## config.mk

```make
export PLATFORM = sky130hd
export DESIGN_NAME = uart_loader
export DESIGN_NICKNAME = d
export VERILOG_FILES = /design/src/rtl/uart_loader_pkg.sv /design/src/rtl/uart_loader_rx.sv /design/src/rtl/uart_loader.sv
export SDC_FILE = /design/constraint.sdc
export NUM_CORES = 1
export LEC_CHECK = 0
export BUFFER_PORTS_ARGS = -buffer_cell sky130_fd_sc_hd__buf_2
export CELL_PAD_IN_SITES_DETAIL_PLACEMENT = 0
export CELL_PAD_IN_SITES_GLOBAL_PLACEMENT = 1
export CORE_MARGIN = 2
export CORE_UTILIZATION = 30
export DETAILED_ROUTE_END_ITERATION = 10
export PLACE_DENSITY = 0.57
export SYNTH_ARGS = -nofsm -noshare
export SYNTH_HDL_FRONTEND = slang
export SYNTH_HIERARCHICAL = 1
export SYNTH_SLANG_ARGS = --single-unit
```

## constraint.sdc

```tcl
create_clock -name clk_i -period 4.4 [get_ports clk_i]
set_clock_uncertainty 0.2 [all_clocks]
set_input_delay 0.22 -clock clk_i [delete_from_list [all_inputs] [get_ports clk_i]]
set_output_delay 0.22 -clock clk_i [all_outputs]
set_load 0.05 [all_outputs]
```

## src/rtl/uart_loader_pkg.sv

```systemverilog
// Shared types and constants for the UART program loader.
package uart_loader_pkg;

  // Packet FSM states
  typedef enum logic [2:0] {
    S_IDLE,
    S_ADDR,
    S_CNT,
    S_DATA,
    S_WRITE,
    S_CSUM
  } state_t;

  // Byte receiver states
  typedef enum logic [1:0] {
    RX_IDLE,
    RX_START,
    RX_DATA,
    RX_STOP
  } rx_state_t;

  // err_o codes
  localparam logic [1:0] ERR_NONE  = 2'd0;
  localparam logic [1:0] ERR_FRAME = 2'd1;
  localparam logic [1:0] ERR_CSUM  = 2'd2;
  localparam logic [1:0] ERR_ABORT = 2'd3;

  localparam logic [7:0] SYNC_DEFAULT = 8'hA5;
  localparam int         BAUD_DEFAULT = 521;

endpackage

```

## src/rtl/uart_loader_rx.sv

```systemverilog
// UART byte receiver: synchroniser, glitch-rejecting start detect,
// mid-bit sampling (LSB first) and stop-bit framing check.
module uart_rx_sampled
  import uart_loader_pkg::*;
#(
  parameter int DATA_LEN = 8,
  parameter int BAUD     = BAUD_DEFAULT,
  parameter int CW       = 10
) (
  input  logic                clk_i,
  input  logic                reset_i,
  input  logic                rx_i,
  output logic [DATA_LEN-1:0] byte_o,
  output logic                byte_valid_o,
  output logic                frame_err_o,
  output logic                rx_idle_o
);

  localparam int            BW      = $clog2(DATA_LEN + 1);
  localparam logic [CW-1:0] HALF_M1 = CW'(BAUD / 2 - 1);
  localparam logic [CW-1:0] FULL_M1 = CW'(BAUD - 1);

  logic [1:0]          sync;
  logic                rx_s;
  logic                rx_prev;
  rx_state_t           st;
  logic [CW-1:0]       cnt;
  logic [BW-1:0]       bits;
  logic [DATA_LEN-1:0] shreg;

  assign rx_s      = sync[1];
  assign byte_o    = shreg;
  assign rx_idle_o = (st == RX_IDLE);

  // Two-flop synchroniser plus edge history; idles high like the line
  always_ff @(posedge clk_i or negedge reset_i) begin
    if (!reset_i) begin
      sync    <= 2'b11;
      rx_prev <= 1'b1;
    end else begin
      sync    <= {sync[0], rx_i};
      rx_prev <= rx_s;
    end
  end

  // Frame sequencer; a start that is high again at mid-bit is dropped silently
  always_ff @(posedge clk_i or negedge reset_i) begin
    if (!reset_i) begin
      st           <= RX_IDLE;
      cnt          <= '0;
      bits         <= '0;
      shreg        <= '0;
      byte_valid_o <= 1'b0;
      frame_err_o  <= 1'b0;
    end else begin
      byte_valid_o <= 1'b0;
      frame_err_o  <= 1'b0;
      case (st)
        RX_IDLE: begin
          cnt <= '0;
          if (rx_prev && !rx_s) st <= RX_START;
        end
        RX_START: begin
          if (cnt == HALF_M1) begin
            cnt  <= '0;
            bits <= '0;
            st   <= rx_s ? RX_IDLE : RX_DATA;
          end else begin
            cnt <= cnt + 1'b1;
          end
        end
        RX_DATA: begin
          if (cnt == FULL_M1) begin
            cnt   <= '0;
            shreg <= {rx_s, shreg[DATA_LEN-1:1]};
            if (bits == BW'(DATA_LEN - 1)) st <= RX_STOP;
            else bits <= bits + 1'b1;
          end else begin
            cnt <= cnt + 1'b1;
          end
        end
        RX_STOP: begin
          if (cnt == FULL_M1) begin
            cnt <= '0;
            st  <= RX_IDLE;
            if (rx_s) byte_valid_o <= 1'b1;
            else      frame_err_o  <= 1'b1;
          end else begin
            cnt <= cnt + 1'b1;
          end
        end
        default: st <= RX_IDLE;
      endcase
    end
  end

endmodule

```

## src/rtl/uart_loader.sv

```systemverilog
// Packet loader: parses SYNC/START/COUNT/data/CHECKSUM packets from the
// UART receiver and streams DATA_WIDTH words into the memory write port.
module uart_loader
  import uart_loader_pkg::*;
#(
  parameter int                          DATA_WIDTH                 = 4,
  parameter int                          ADDR_WIDTH                 = 4,
  parameter int                          UART_DATA_LENGTH           = 8,
  parameter int                          BAUD_COUNTS_PER_BIT        = BAUD_DEFAULT,
  parameter int                          BAUD_RATE_COUNTER_BITWIDTH = 10,
  parameter logic [UART_DATA_LENGTH-1:0] SYNC_BYTE                  = UART_DATA_LENGTH'(SYNC_DEFAULT),
  parameter int                          TIMEOUT_BITS               = 40
) (
  input  logic                  clk_i,
  input  logic                  reset_i,
  input  logic                  p_program_i,
  input  logic                  rx_i,
  output logic                  mem_we_o,
  output logic [ADDR_WIDTH-1:0] mem_addr_o,
  output logic [DATA_WIDTH-1:0] mem_data_o,
  output logic                  program_o,
  output logic                  busy_o,
  output logic                  done_strb_o,
  output logic [1:0]            err_o
);

  localparam int WPB      = UART_DATA_LENGTH / DATA_WIDTH;
  localparam int SW       = (WPB > 1) ? $clog2(WPB) + 1 : 1;
  localparam int WLW      = (ADDR_WIDTH + 1 > UART_DATA_LENGTH) ? ADDR_WIDTH + 1 : UART_DATA_LENGTH;
  localparam int TO_LIMIT = TIMEOUT_BITS * BAUD_COUNTS_PER_BIT;
  localparam int TOW      = $clog2(TO_LIMIT + 1);

  logic [UART_DATA_LENGTH-1:0] rx_byte;
  logic                        rx_valid;
  logic                        rx_ferr;
  logic                        rx_idle;

  state_t                      state;
  logic [ADDR_WIDTH-1:0]       waddr;
  logic [WLW-1:0]              words_left;
  logic [SW-1:0]               slices_left;
  logic [UART_DATA_LENGTH-1:0] shreg;
  logic [UART_DATA_LENGTH-1:0] csum;
  logic [TOW-1:0]              tcnt;
  logic                        timeout;

  uart_rx_sampled #(
    .DATA_LEN (UART_DATA_LENGTH),
    .BAUD     (BAUD_COUNTS_PER_BIT),
    .CW       (BAUD_RATE_COUNTER_BITWIDTH)
  ) u_rx (
    .clk_i        (clk_i),
    .reset_i      (reset_i),
    .rx_i         (rx_i),
    .byte_o       (rx_byte),
    .byte_valid_o (rx_valid),
    .frame_err_o  (rx_ferr),
    .rx_idle_o    (rx_idle)
  );

  assign busy_o  = (state != S_IDLE);
  assign timeout = busy_o && rx_idle && !rx_valid && (tcnt == TOW'(TO_LIMIT - 1));

  // Inter-byte idle counter; only runs while a packet is open and the line is quiet
  always_ff @(posedge clk_i or negedge reset_i) begin
    if (!reset_i) tcnt <= '0;
    else if (!busy_o || !rx_idle || rx_valid) tcnt <= '0;
    else tcnt <= tcnt + 1'b1;
  end

  // Packet FSM: abort beats timeout beats framing beats normal byte handling.
  // The first word of a byte is issued straight from DATA so the write lands
  // the cycle after byte_valid; WRITE issues the remaining slices.
  always_ff @(posedge clk_i or negedge reset_i) begin
    if (!reset_i) begin
      state       <= S_IDLE;
      waddr       <= '0;
      words_left  <= '0;
      slices_left <= '0;
      shreg       <= '0;
      csum        <= '0;
      mem_we_o    <= 1'b0;
      mem_addr_o  <= '0;
      mem_data_o  <= '0;
      program_o   <= 1'b0;
      done_strb_o <= 1'b0;
      err_o       <= ERR_NONE;
    end else begin
      program_o   <= p_program_i;
      mem_we_o    <= 1'b0;
      done_strb_o <= 1'b0;
      if (!p_program_i) begin
        if (busy_o) err_o <= ERR_ABORT;
        state <= S_IDLE;
      end else if (timeout) begin
        err_o <= ERR_ABORT;
        state <= S_IDLE;
      end else if (rx_ferr) begin
        err_o <= ERR_FRAME;
        state <= S_IDLE;
      end else begin
        case (state)
          S_IDLE: if (rx_valid && rx_byte == SYNC_BYTE) state <= S_ADDR;
          S_ADDR: if (rx_valid) begin
            waddr <= rx_byte[ADDR_WIDTH-1:0];
            csum  <= rx_byte;
            state <= S_CNT;
          end
          S_CNT: if (rx_valid) begin
            csum       <= csum + rx_byte;
            words_left <= (rx_byte == '0) ? WLW'(2 ** ADDR_WIDTH) : WLW'(rx_byte);
            state      <= S_DATA;
          end
          S_DATA: if (rx_valid) begin
            csum        <= csum + rx_byte;
            mem_we_o    <= 1'b1;
            mem_addr_o  <= waddr;
            mem_data_o  <= rx_byte[UART_DATA_LENGTH-1 -: DATA_WIDTH];
            waddr       <= waddr + 1'b1;
            words_left  <= words_left - 1'b1;
            shreg       <= rx_byte << DATA_WIDTH;
            slices_left <= SW'(WPB - 1);
            if (words_left == WLW'(1)) state <= S_CSUM;
            else if (WPB == 1)         state <= S_DATA;
            else                       state <= S_WRITE;
          end
          S_WRITE: begin
            mem_we_o    <= 1'b1;
            mem_addr_o  <= waddr;
            mem_data_o  <= shreg[UART_DATA_LENGTH-1 -: DATA_WIDTH];
            waddr       <= waddr + 1'b1;
            words_left  <= words_left - 1'b1;
            shreg       <= shreg << DATA_WIDTH;
            slices_left <= slices_left - 1'b1;
            if (words_left == WLW'(1))       state <= S_CSUM;
            else if (slices_left == SW'(1))  state <= S_DATA;
          end
          S_CSUM: if (rx_valid) begin
            if (rx_byte == csum) begin
              done_strb_o <= 1'b1;
              err_o       <= ERR_NONE;
            end else begin
              err_o <= ERR_CSUM;
            end
            state <= S_IDLE;
          end
          default: state <= S_IDLE;
        endcase
      end
    end
  end

endmodule

```

==> out/metrics.sh, run 1 <==
RUN_STATUS='completed'
MAX_SLEW.WORST_PIN.SLEW_PS=942
CRITICAL_PATH_REQUIRED_PS=4440
N_FILL_CELL=1529
AREA_ADDED_BETWEEN_SYNTHESIS_AND_FINISH_PCT=13.6
PIN_COUNT_OF_THE_BIGGEST_NET_ENTERING_GLOBAL_ROUTING=52
CTS.SINK_COUNT=86
CLKTRANSATPATHREGS_PS=60
FLOORPLAN.DIE.WIDTH_UM=128
WIRELENGTH_UM=10400
DRIVE_ABOVE_1_SHARE_PCT=13.5
CTS_TREE='done'
TIMING.SETUP.TNS_PS=0
SYNTH_CELLS=467
MIN-DELAY-PATH-CLASS='reg2reg'
POSTSYNTHREGISTERBITS=86
ROUTE.DETAILED.VIAS_PER_INST=5.06
SYNTH_FF_TYPE='dfrtp_1'
DRC=0
SYNTH.YOSYS.WARNINGS=6
PLACEMENTROWS=45
TRITONCTS.NUM_BUFFERS=9
TIMING.MAX_SLEW.REL_SLACK_PCT=36.9
CELL_CHOSEN_FOR_THE_CLOCK_ROOT='clkbuf_16'
PLACE.GP.CONGESTION=0.726
SETUP_VIOLATIONS=0
HOLD_VIOL=0
FINAL_CORE_UTIL_PCT=34.6
FIRST_GLOBAL_VIAS=3456
FINALPOWER_mW=1.85
MAX_CAP_VIOLATIONS=0
POWER.DENSITY_nW_PER_UM2=356
POST_DRT_WL_PER_CELL_UM=15.4
ANTENNA_LEFT=0
NUMBER_OF_NETS_AT_THE_END_OF_THE_FLOW=503
FINAL_CELL_MIX='dfrtp_1, nor2_1, nand2_1'
FLOORPLAN.IO_PINS=18
POST-DP-HPWL_UM=7160
CORE_REGION_AREA_UM2=15000
SETUP.WORST_PATH.START_CLASS='flop'
GRT_FIRST_PASS_WIRELENGTH_UM=17500
CTS.HTREE.LEVELS=3
CTS_BUFFER_DEPTH=2
FINAL.HOLD.WORST_SLACK_PS=155
WORST_SKEW_PAIR.LATE_LATENCY_PS=340
WORSTPATHMAXFANOUT=13
ASYNC_FLOP_SHARE_PCT=100
WORST_SLACK_PS=1820
RSZ0062_AT_GRT='no'
INITIAL_UTILIZATION_PCT=30.4
POST_SYNTHESIS_INSTANCE_AREA_UM2=4580
POST_CTS_RESIZE_COUNT=0
DRTPASS1ITERATIONS=4
REMAINING_GLOBAL_ROUTE_OVERFLOW=0
DRT_ITER0_MARKERS=149
PLACEMENT.IO_BUFFERS=17
POST-ROUTE-PERIOD-UTIL_PCT=58.6
SYN-NUM-NETS=487
PRECTSSETUPSLACK_PS=1780
HOLD_PATH_STARTPOINT='u_rx/sync[0]$_DFF_PN1_'
PER_INSTANCE_AVERAGE_AREA_AFTER_SYNTHESIS_UM2=9.80
MULTI_INPUT_AREA_UM2=2260
SETUP.WORST_PATH.END_CLASS='flop'
HIGHEST_IR_DROP_SEEN_ON_VDD_mV=0.248
DIE_Y_UM=128
FINAL_COMMON_CELL='dfrtp_1'
MAX_CLOCK_FREQ_MHz=388
CTS_SETUP_BUFFERS=0
SYNTH_UNIQUE_CELLS=71
SYNTH_SEQ_AREA_SHARE_PCT=47.1
ANTENNA_FOUND_INITIAL=0
VIAS=3423
CRITICAL_PATH_ARRIVAL_PS=2620
FINAL.MIN_CLOCK_PERIOD_PS=2580
DIODES=0
FP.DIEAREA_UM2=16300
REGISTER_AREA_UM2=2160
POWER.LEAKAGE_nW=2.28
SLEW_VIOLATIONS=0
EDFF_COUNT_SYNTH=0
CRIT_TYPE='reg2reg'
GLOBAL_ROUTE.USAGE.TOTAL_PCT=13.7
routing by layer:
layer	wire length, µm	global-route usage (%)	share of wire [%]	vias to the layer above
li1	-	-	-	1710
met1	4780	17.5	46	1647
met2	5000	22.1	48	55
met3	436	3.85	4.2	11
met4	167	5.04	1.6	0
met5	0	0	0	-
registers in the layout (all words and copies together), names as in the netlist, 3 cells and up, named ones only:
signal,count
tcnt,15
mem_data_o,4
waddr,4
u_rx/byte_o,8
mem_addr_o,4
words_left,8
u_rx/cnt,10
state,3
u_rx/bits,4
csum,8
shreg,4
where the power goes:
part	switching [mW]	internal (mW)
Combinational	0.0734	0.0518
Sequential	0.0368	0.817
Clock	0.315	0.555
logic make-up (layout without fill, tap and decap cells):
group | count (synthesis) | after routing | synth area share, %
xor gates and xnor gates | 23 | 23 | 4.40
DFF | 86 | 86 | 47.1
buffers and inverters | 35 | 56 | 3.50
AOI/OAI and AO/OA | 100 | 100 | 14.4
and+or+nand+nor | 188 | 188 | 21.2
adders and majority gates | 16 | 16 | 4.54
muxes | 19 | 19 | 4.78
final timing paths:
path / endpoint / slack, ps / depth (start not counted)
min: u_rx/sync[1]$_DFF_PN1_ / 160 / 0
max reg2reg: words_left[2]$_DFFE_PN0P_ / 1820 / 6
min in group asynchronous: mem_data_o[0]$_DFFE_PN0P_ / 270 / 2
max in group asynchronous: u_rx/sync[0]$_DFF_PN1_ / 2760 / 3
max: words_left[2]$_DFFE_PN0P_ / 1820 / 6
min reg2reg: u_rx/sync[1]$_DFF_PN1_ / 160 / 0
metrics by stage:
stage | instances | area [µm²]
6_report | 676 | 5200
3_5_place_dp | 657 | 4830
2_1_floorplan | 467 | 4580
5_1_grt | 676 | 5200
3_3_place_gp | 657 | 4830
4_1_cts | 676 | 5200
worst max-delay path: stages, from the launching register on:
cell and delay [ps]:
dfrtp_1 500, nor2_1 200, nor2b_1 220, nand4_1 220, o211ai_1 810, nor2_1 120, o22a_1 200
final cells by class:
class,instances,area share [%]
Clock inverter,6,2.14
Sequential cell,86,41.5
Inverter,17,1.28
Tap cell,188,4.52
Timing Repair Buffer,23,2.70
Clock buffer,10,4.40
Multi-Input combinational cell,346,43.5
cells in the mapped netlist (4+ instances only):
| cell type | instances | share of area [%] |
|---|---|---|
| a21oi_1 | 23 | 2.5 |
| a22o_1 | 5 | 0.96 |
| a31oi_1 | 5 | 0.68 |
| and2_1 | 4 | 0.55 |
| and3_1 | 4 | 0.55 |
| clkbuf_1 | 12 | 0.98 |
| dfrtp_1 | 83 | 45 |
| ha_1 | 15 | 4.1 |
| inv_1 | 16 | 1.3 |
| mux2_2 | 11 | 2.7 |
| mux2i_1 | 5 | 1.1 |
| nand2_1 | 42 | 3.4 |
| nand3_1 | 20 | 2.2 |
| nand4_1 | 6 | 0.82 |
| nor2_1 | 59 | 4.8 |
| nor2b_1 | 7 | 0.96 |
| nor3_1 | 12 | 1.3 |
| nor4_1 | 6 | 0.82 |
| o211ai_1 | 4 | 0.66 |
| o21ai_0 | 24 | 2.6 |
| o22a_1 | 4 | 0.77 |
| o22ai_1 | 5 | 0.68 |
| xnor2_1 | 14 | 2.7 |
| xor2_1 | 9 | 1.7 |
repair_timing:
item | in CTS | in global routing
endpoints found under the setup margin | 0 | 0
hold buffers | 3 | 0
hold endpoints to repair | 54 | 0
(Power assumes the default switching activity.)
==> run 2: changes to the inputs <==
ABC_AREA = 1   (was not set)
PLACE_DENSITY = 0.6   (was 0.57)
clock period = 2.63 ns   (was 4.4 ns; I/O delays follow)
==> out/metrics.sh, run 2 <==
HOLD_VIOL=0  # unchanged
CRIT-REG2REG-LAUNCH='state[2]$_DFFE_PN0P_'
POWER.LEAKAGE_nW=2.74  # +20%
DRTPASS1ITERATIONS=5  # +1
DIODES=0  # unchanged
GRT_FIRST_PASS_WIRELENGTH_UM=19400  # +11%
DIE_Y_UM=133  # +4.6%
MAX_CAP_VIOLATIONS=0  # unchanged
POST_CTS_RESIZE_COUNT=0  # unchanged
CTS.HTREE.LEVELS=3  # unchanged
ASYNC_FLOP_SHARE_PCT=100  # unchanged
FLOORPLAN.DIE.WIDTH_UM=133  # +4.6%
POWER.DENSITY_nW_PER_UM2=524  # +47%
SLEW_VIOLATIONS=0  # unchanged
AREA_ADDED_BETWEEN_SYNTHESIS_AND_FINISH_PCT=13.0
FP.DIEAREA_UM2=17800  # +9.5%
DRIVE_ABOVE_1_SHARE_PCT=13.2  # -0.33 points
MAX_CLOCK_FREQ_MHz=471  # +22%
SYNTH.TOP_CELL.AREA_SHARE_PCT=41.3  # -4.1 points
CTS_BUFFER_DEPTH=2  # unchanged
WORSTPATHMAXFANOUT=11  # -2
CRIT_TYPE='reg2reg'
CTS.SINK_COUNT=86  # unchanged
ROUTE.DETAILED.VIAS_PER_INST=4.52  # -11%
REG2REG_DEPTH=5  # -1
SYNTH_FF_TYPE='dfrtp_1'
SETUP.WORST_PATH.START_CLASS='flop'
CRIT_FAMILY='flip-flops'
CELL_CHOSEN_FOR_THE_CLOCK_ROOT='clkbuf_16'
VIAS=4141  # +21%
WORST_SETUP_PATH_ENDPOINT='csum[1]$_DFFE_PN0P_'
POST_DRT_WL_PER_CELL_UM=12.7  # -17%
PIN_COUNT_OF_THE_BIGGEST_NET_ENTERING_GLOBAL_ROUTING=46  # -12%
CLKTRANSATPATHREGS_PS=70  # about the same
FINAL_CELL_MIX='nand2_1, inv_1, dfrtp_1'
POST_SYNTHESIS_INSTANCE_AREA_UM2=5030  # +9.8%
RSZ0062_AT_GRT='no'
SYNTH_UNIQUE_CELLS=43  # -39%
POST-DP-HPWL_UM=8420  # +17%
CRITICAL_PATH_REQUIRED_PS=2660  # -1780 ps
DRC=0  # unchanged
REMAINING_GLOBAL_ROUTE_OVERFLOW=0  # unchanged
FLOORPLAN.IO_PINS=18  # unchanged
SYNTH_MOST_COMMON_CELL='nand2_1'
POSTSYNTHREGISTERBITS=86  # unchanged
CTS_TREE='done'
TIMING.SETUP.TNS_PS=0  # unchanged
CRIT_PATH_TOP_DELAY_CELL='dfrtp_1'
TIMING.MAX_SLEW.REL_SLACK_PCT=60.7  # +24 points
PER_INSTANCE_AVERAGE_AREA_AFTER_SYNTHESIS_UM2=7.52  # -23%
SYNTHTOPCELLSBYCOUNT='nand2_1, inv_1, dfrtp_1'
POST-ROUTE-PERIOD-UTIL_PCT=80.7  # +22 points
WORST_SLACK_PS=507  # -1310 ps
ANTENNA_LEFT=0  # unchanged
TIMING.CRITICAL_PATH.SLOWEST_CELL_DELAY_PS=530  # -280 ps
PRECTSSETUPSLACK_PS=490  # -1290 ps
R2R-END='csum[1]$_DFFE_PN0P_'
PLACEMENTROWS=47  # +4.4%
FIRST_GLOBAL_VIAS=3871  # +12%
WORST-PATH-STAGES=5  # -1
CRITPATHBUFINV=2  # +2
SETUP_VIOLATIONS=0  # unchanged
MIN-DELAY-PATH-CLASS='in2async'
WORST_SETUP_PATH_STARTPOINT='state[2]$_DFFE_PN0P_'
TRITONCTS.NUM_BUFFERS=9  # unchanged
SYNTH_TOP_AREA_CELL='dfrtp_1'
DRT_ITER0_MARKERS=181  # +21%
RUN_STATUS='completed'
EDFF_COUNT_SYNTH=0  # unchanged
SYNTH.AREA.TOP_CELLS='dfrtp_1, nand2_1, inv_1, nor2_1, nand3_1'
CORE_REGION_AREA_UM2=16500  # +9.5%
WORST_PATH_CELL_TRACE='inv_6 -> nand2_1 -> clkinv_1 -> o211ai_1 -> o21ai_0'
SYNTH_SEQ_AREA_SHARE_PCT=42.9  # -4.2 points
PLACEMENT.IO_BUFFERS=17  # unchanged
HIGHEST_IR_DROP_SEEN_ON_VDD_mV=0.441  # +78%
SYNTH.YOSYS.WARNINGS=6  # unchanged
FLIP_FLOP_COUNT_OF_THE_LARGEST_REGISTER_ALL_COPIES_AND_WORDS_ADDED=15  # unchanged
WIRELENGTH_UM=11700  # +12%
SYNTH_CELLS=668  # +43%
BIGGESTREGSBYFLOPS='tcnt: 15 flops, u_rx/cnt: 10 flops'
GLOBAL_ROUTE.USAGE.TOTAL_PCT=13.8  # +0.13 points
SYN-NUM-NETS=688  # +41%
REGISTERS.TOP_BY_FF_COUNT='tcnt'
MAX_SLEW.WORST_PIN.SLEW_PS=590  # -353 ps
SETUP.WORST_PATH.END_CLASS='flop'
CTS_SETUP_BUFFERS=0  # unchanged
NUMBER_OF_NETS_AT_THE_END_OF_THE_FLOW=712  # +42%
INITIAL_UTILIZATION_PCT=30.5  # +0.079 points
CRITICAL_PATH_ARRIVAL_PS=2150  # -470 ps
TIMING.REG2REG.SETUP_SLACK_PS=510  # -1310 ps
PLACE.GP.CONGESTION=0.837  # +15%
FINAL_COMMON_CELL='nand2_1'
N_FILL_CELL=1760  # +15%
FINAL.MIN_CLOCK_PERIOD_PS=2120  # -457 ps
ANTENNA_FOUND_INITIAL=0  # unchanged
WORST_SKEW_PAIR.LATE_LATENCY_PS=350  # about the same
==> run 2: cell types whose count changed after synthesis, sizes merged, moves of 6 or more <==
cell,delta
clkbuf,-11
nand2,+172
nor2b,-7
xnor2,-12
nand3,+30
mux2,-14
a21oi,+7
nor4,-6
nor2,+22
o21ai,+19
inv,+78
==> run 2: layer usage <==
layer / GRT usage, % / vias up / share of wire (%)
li1: - / 2165 / -
met1: 18.7 / 1897 / 49
met2: 21.9 / 68 / 46
met3: 3.12 / 11 / 3.6
met4: 4.73 / 0 / 1.7
met5: 0 / - / 0
==> run 2: cells by family (layout without fill, tap and decap cells) <==
family,after synthesis,count (layout),synth area share [%]
and+or+nand+nor,372,372,33.3
buffers and inverters,105,134,8.81
DFF,86,86,42.9
AOI/OAI and AO/OA,81,81,9.51
adders and majority gates,16,16,4.13
xor gates and xnor gates,8,8,1.39
==> run 2: what timing repair did <==
action | in CTS | in global routing
hold endpoints to repair | 45 | 0
endpoints found under the setup margin | 0 | 0
hold buffers | 3 | 0
==> run 2: final cells by class <==
| cell class | count | area, µm² | share of cell area, % |
|---|---|---|---|
| Clock buffer | 10 | 239 | 4.21 |
| Clock inverter | 6 | 67.6 | 1.19 |
| Inverter | 96 | 370 | 6.52 |
| Multi-Input combinational cell | 477 | 2430 | 42.7 |
| Sequential cell | 86 | 2160 | 38.0 |
| Tap cell | 220 | 275 | 4.85 |
| Timing Repair Buffer | 22 | 145 | 2.56 |
==> run 2: how the worst min path moves through the flow <==
stage	slack [ps]	depth (start not counted)	endpoint	start
4_1_cts	130	2	waddr[0]$_DFFE_PN0P_	reset_i
3_3_place_gp	-20	1	mem_addr_o[3]$_DFFE_PN0P_	reset_i
6_report	120	2	shreg[4]$_DFFE_PN0P_	reset_i
5_1_grt	160	0	u_rx/sync[1]$_DFF_PN1_	u_rx/sync[0]$_DFF_PN1_
3_5_place_dp	-20	1	mem_addr_o[3]$_DFFE_PN0P_	reset_i
2_1_floorplan	-360	0	csum[0]$_DFFE_PN0P_	reset_i
==> run 2: through the flow <==
stage / instances / hold slack, ps / total power, mW / util [%] / area (µm²)
final: 917 / 120 / 2.98 / 34.5 / 5680
after global routing: 917 / 161 / 3.13 / 34.5 / 5680
after CTS: 917 / 132 / 3.04 / 34.5 / 5680
after floorplan: 668 / -364 / 1.59 / - / 5030
after detailed placement: 898 / -20.7 / 1.67 / 32.5 / 5340
after global placement: 898 / -18.3 / 1.67 / 32.5 / 5340
==> run 2: where the power goes <==
| part | leakage [nW] | total, mW | switching [mW] | internal [mW] |
|---|---|---|---|---|
| clock network | 0.145 | 1.33 | 0.567 | 0.767 |
| registers | 1.17 | 1.38 | 0.0286 | 1.35 |
| logic | 1.43 | 0.261 | 0.185 | 0.0765 |
==> run 3: changes to the inputs <==
PLACE_DENSITY = 0.62   (was 0.6)
clock period = 1.88 ns   (was 2.63 ns; I/O delays follow)
==> out/metrics.sh, run 3 (same netlist as run 2, synthesis figures left out) <==
RUN_STATUS='completed'
CTS.HTREE.LEVELS=3  # unchanged
PIN_COUNT_OF_THE_BIGGEST_NET_ENTERING_GLOBAL_ROUTING=35  # -24%
CRIT_TYPE='reg2out'
NUMBER_OF_NETS_AT_THE_END_OF_THE_FLOW=748  # +5.1%
VIAS=4231  # +2.2%
TIMING.MAX_SLEW.REL_SLACK_PCT=69.2  # +8.5 points
FINAL.HOLD.WORST_SLACK_PS=40.7  # -79.5 ps
HOLD_VIOL=0  # unchanged
POST_DRT_WL_PER_CELL_UM=12.2  # -3.9%
FLOORPLAN.DIE.WIDTH_UM=133  # unchanged
POWER.LEAKAGE_nW=2.92  # +6.6%
CLKTRANSATPATHREGS_PS=60  # about the same
CRIT_FAMILY='buffers and inverters'
REGISTERS.TOP_BY_FF_COUNT='tcnt'
REG2REG_DEPTH=8  # +3
POWER.DENSITY_nW_PER_UM2=685  # +31%
CELL_CHOSEN_FOR_THE_CLOCK_ROOT='clkbuf_16'
POST-DP-HPWL_UM=8840  # +5.0%
DRT_ITER0_MARKERS=146  # -19%
DRTPASS1ITERATIONS=6  # +1
PLACEMENT.IO_BUFFERS=17  # unchanged
PLACE.GP.CONGESTION=0.847  # +1.2%
FLOORPLAN.IO_PINS=18  # unchanged
DIE_Y_UM=133  # unchanged
SLEW_VIOLATIONS=0  # unchanged
REMAINING_GLOBAL_ROUTE_OVERFLOW=0  # unchanged
DRC=0  # unchanged
FINAL_COMMON_CELL='nand2_1'
DRIVE_ABOVE_1_SHARE_PCT=19.4  # +6.2 points
ROUTE.DETAILED.VIAS_PER_INST=4.44  # -1.7%
PATH_COMMON_CELL='buf_4'
CTS_BUFFER_DEPTH=2  # unchanged
ANTENNA_FOUND_INITIAL=0  # unchanged
FINAL_CELL_MIX='nand2_1, inv_1, dfrtp_1'
CTS.SINK_COUNT=86  # unchanged
WORSTPATHMAXFANOUT=7  # -4
AREA_ADDED_BETWEEN_SYNTHESIS_AND_FINISH_PCT=19.5
PLACEMENTROWS=47  # unchanged
GLOBAL_ROUTING_USAGE_ON_MET3_PCT=2.97  # -0.15 points
CTS_TREE='done'
WIRELENGTH_UM=11600  # -0.15%
GLOBAL_ROUTE.USAGE.TOTAL_PCT=14.0  # +0.21 points
WORST_SKEW_PAIR.LATE_LATENCY_PS=340  # about the same
HIGHEST_IR_DROP_SEEN_ON_VDD_mV=0.531  # +20%
GRT_FIRST_PASS_WIRELENGTH_UM=20100  # +3.7%
TIMING.CRITICAL_PATH.SLOWEST_CELL_DELAY_PS=430  # -100 ps
GR-MAX-USAGE-LAYER='met2'
MET2_USAGE_IN_GLOBAL_ROUTING_PCT=22.3  # +0.43 points
FINAL.MIN_CLOCK_PERIOD_PS=1780
RSZ0062_AT_GRT='yes'
CRITICAL_PATH_ARRIVAL_PS=1490  # -660 ps
CRITPATHBUFINV=4  # +2
BIGGESTREGSBYFLOPS='tcnt: 15 flops, u_rx/cnt: 10 flops'
FLIP_FLOP_COUNT_OF_THE_LARGEST_REGISTER_ALL_COPIES_AND_WORDS_ADDED=15  # unchanged
SETUP_VIOLATIONS=0  # unchanged
MAX_CLOCK_FREQ_MHz=561
ANTENNA_LEFT=0  # unchanged
SETUP.WORST_PATH.END_CLASS='primary output'
MAX_SLEW.WORST_PIN.SLEW_PS=462  # -128 ps
SETUP.WORST_PATH.START_CLASS='flop'
GRT_USE_MET1_PCT=19.3  # +0.57 points
DP.CELLS=930  # +3.6%
CRITICAL_PATH_REQUIRED_PS=1590  # -1070 ps
FIRST_GLOBAL_VIAS=4117  # +6.4%
POST-ROUTE-PERIOD-UTIL_PCT=94.8
LAYOUT.CELLS.NON_FILLER=953  # +3.9%
TRITONCTS.NUM_BUFFERS=9  # unchanged
CRIT_PATH_TOP_DELAY_CELL='dfrtp_1'
FP.DIEAREA_UM2=17800  # unchanged
WORST_PATH_CELL_TRACE='buf_4 -> nor2_2 -> buf_4 -> inv_1 -> buf_2'
WORST-PATH-STAGES=5  # unchanged
INITIAL_UTILIZATION_PCT=30.5  # unchanged
FINAL_CORE_UTIL_PCT=36.5  # +2.0 points
MIN-DELAY-PATH-CLASS='in2async'
MAX_CAP_VIOLATIONS=0  # unchanged
CORE_REGION_AREA_UM2=16500  # unchanged
N_FILL_CELL=1774  # +0.80%
DIODES=0  # unchanged
==> run 3: changes by cell type in the layout (fill, tap and decap cells not counted), sizes merged <==
cell      delta
buf         +36
clkinv       +2
clkinvlp     -1
inv          -1
==> run 3: stage by stage <==
step                      power, mW  TNS, ps  setup WS, ps  cell area, µm²
after global placement         2.35        0          15.9            5570
after floorplan                2.22        0          18.7            5030
final                          4.11        0          98.5            6010
after CTS                      4.19        0          24.0            5890
after global routing           4.33    -68.5         -61.8            6010
after detailed placement       2.36    -35.4         -22.1            5570
==> run 3: path summary, 6_finish.rpt <==
| kind | start | to | slack (ps) |
|---|---|---|---|
| setup / recovery | state[2]$_DFFE_PN0P_ | busy_o | 100 |
| max in group asynchronous | reset_i | mem_data_o[0]$_DFFE_PN0P_ | 800 |
| hold reg to reg | u_rx/sync[0]$_DFF_PN1_ | u_rx/sync[1]$_DFF_PN1_ | 160 |
| min in group clk_i | u_rx/sync[0]$_DFF_PN1_ | u_rx/sync[1]$_DFF_PN1_ | 160 |
| hold / removal | reset_i | mem_addr_o[3]$_DFFE_PN0P_ | 40 |
| setup reg to reg | u_rx/byte_o[5]$_DFFE_PN0P_ | err_o[1]$_DFFE_PN0P_ | 110 |
==> run 3: area by class of cell <==
type	count	area [µm²]	area share [%]
clock buffers	10	229	3.81
clock inverters	6	61.3	1.02
inverters	96	375	6.25
multi-input cells	477	2480	41.3
flip-flops and latches	86	2160	35.9
well taps	220	275	4.58
repair buffers	58	428	7.12
==> run 3: where the power goes <==
part / total [mW] / switching [mW] / internal, mW
registers: 1.92 / 0.0284 / 1.89
logic: 0.412 / 0.283 / 0.130
clock network: 1.78 / 0.750 / 1.03
==> run 3: layer usage <==
layer  routed length (µm)  up-vias
li1                     -     2224
met2                 5340       37
met5                    0        -
met1                 5860     1962
met3                  302        8
met4                  141        0
==> run 3: timing repair <==
item	in CTS	in global routing
hold buffers	3	0
endpoints found under the hold margin	91	0
setup endpoints to repair	3	43
gates cloned	0	0
gates resized for setup	2	20
pin swaps	0	3
setup buffers	0	4
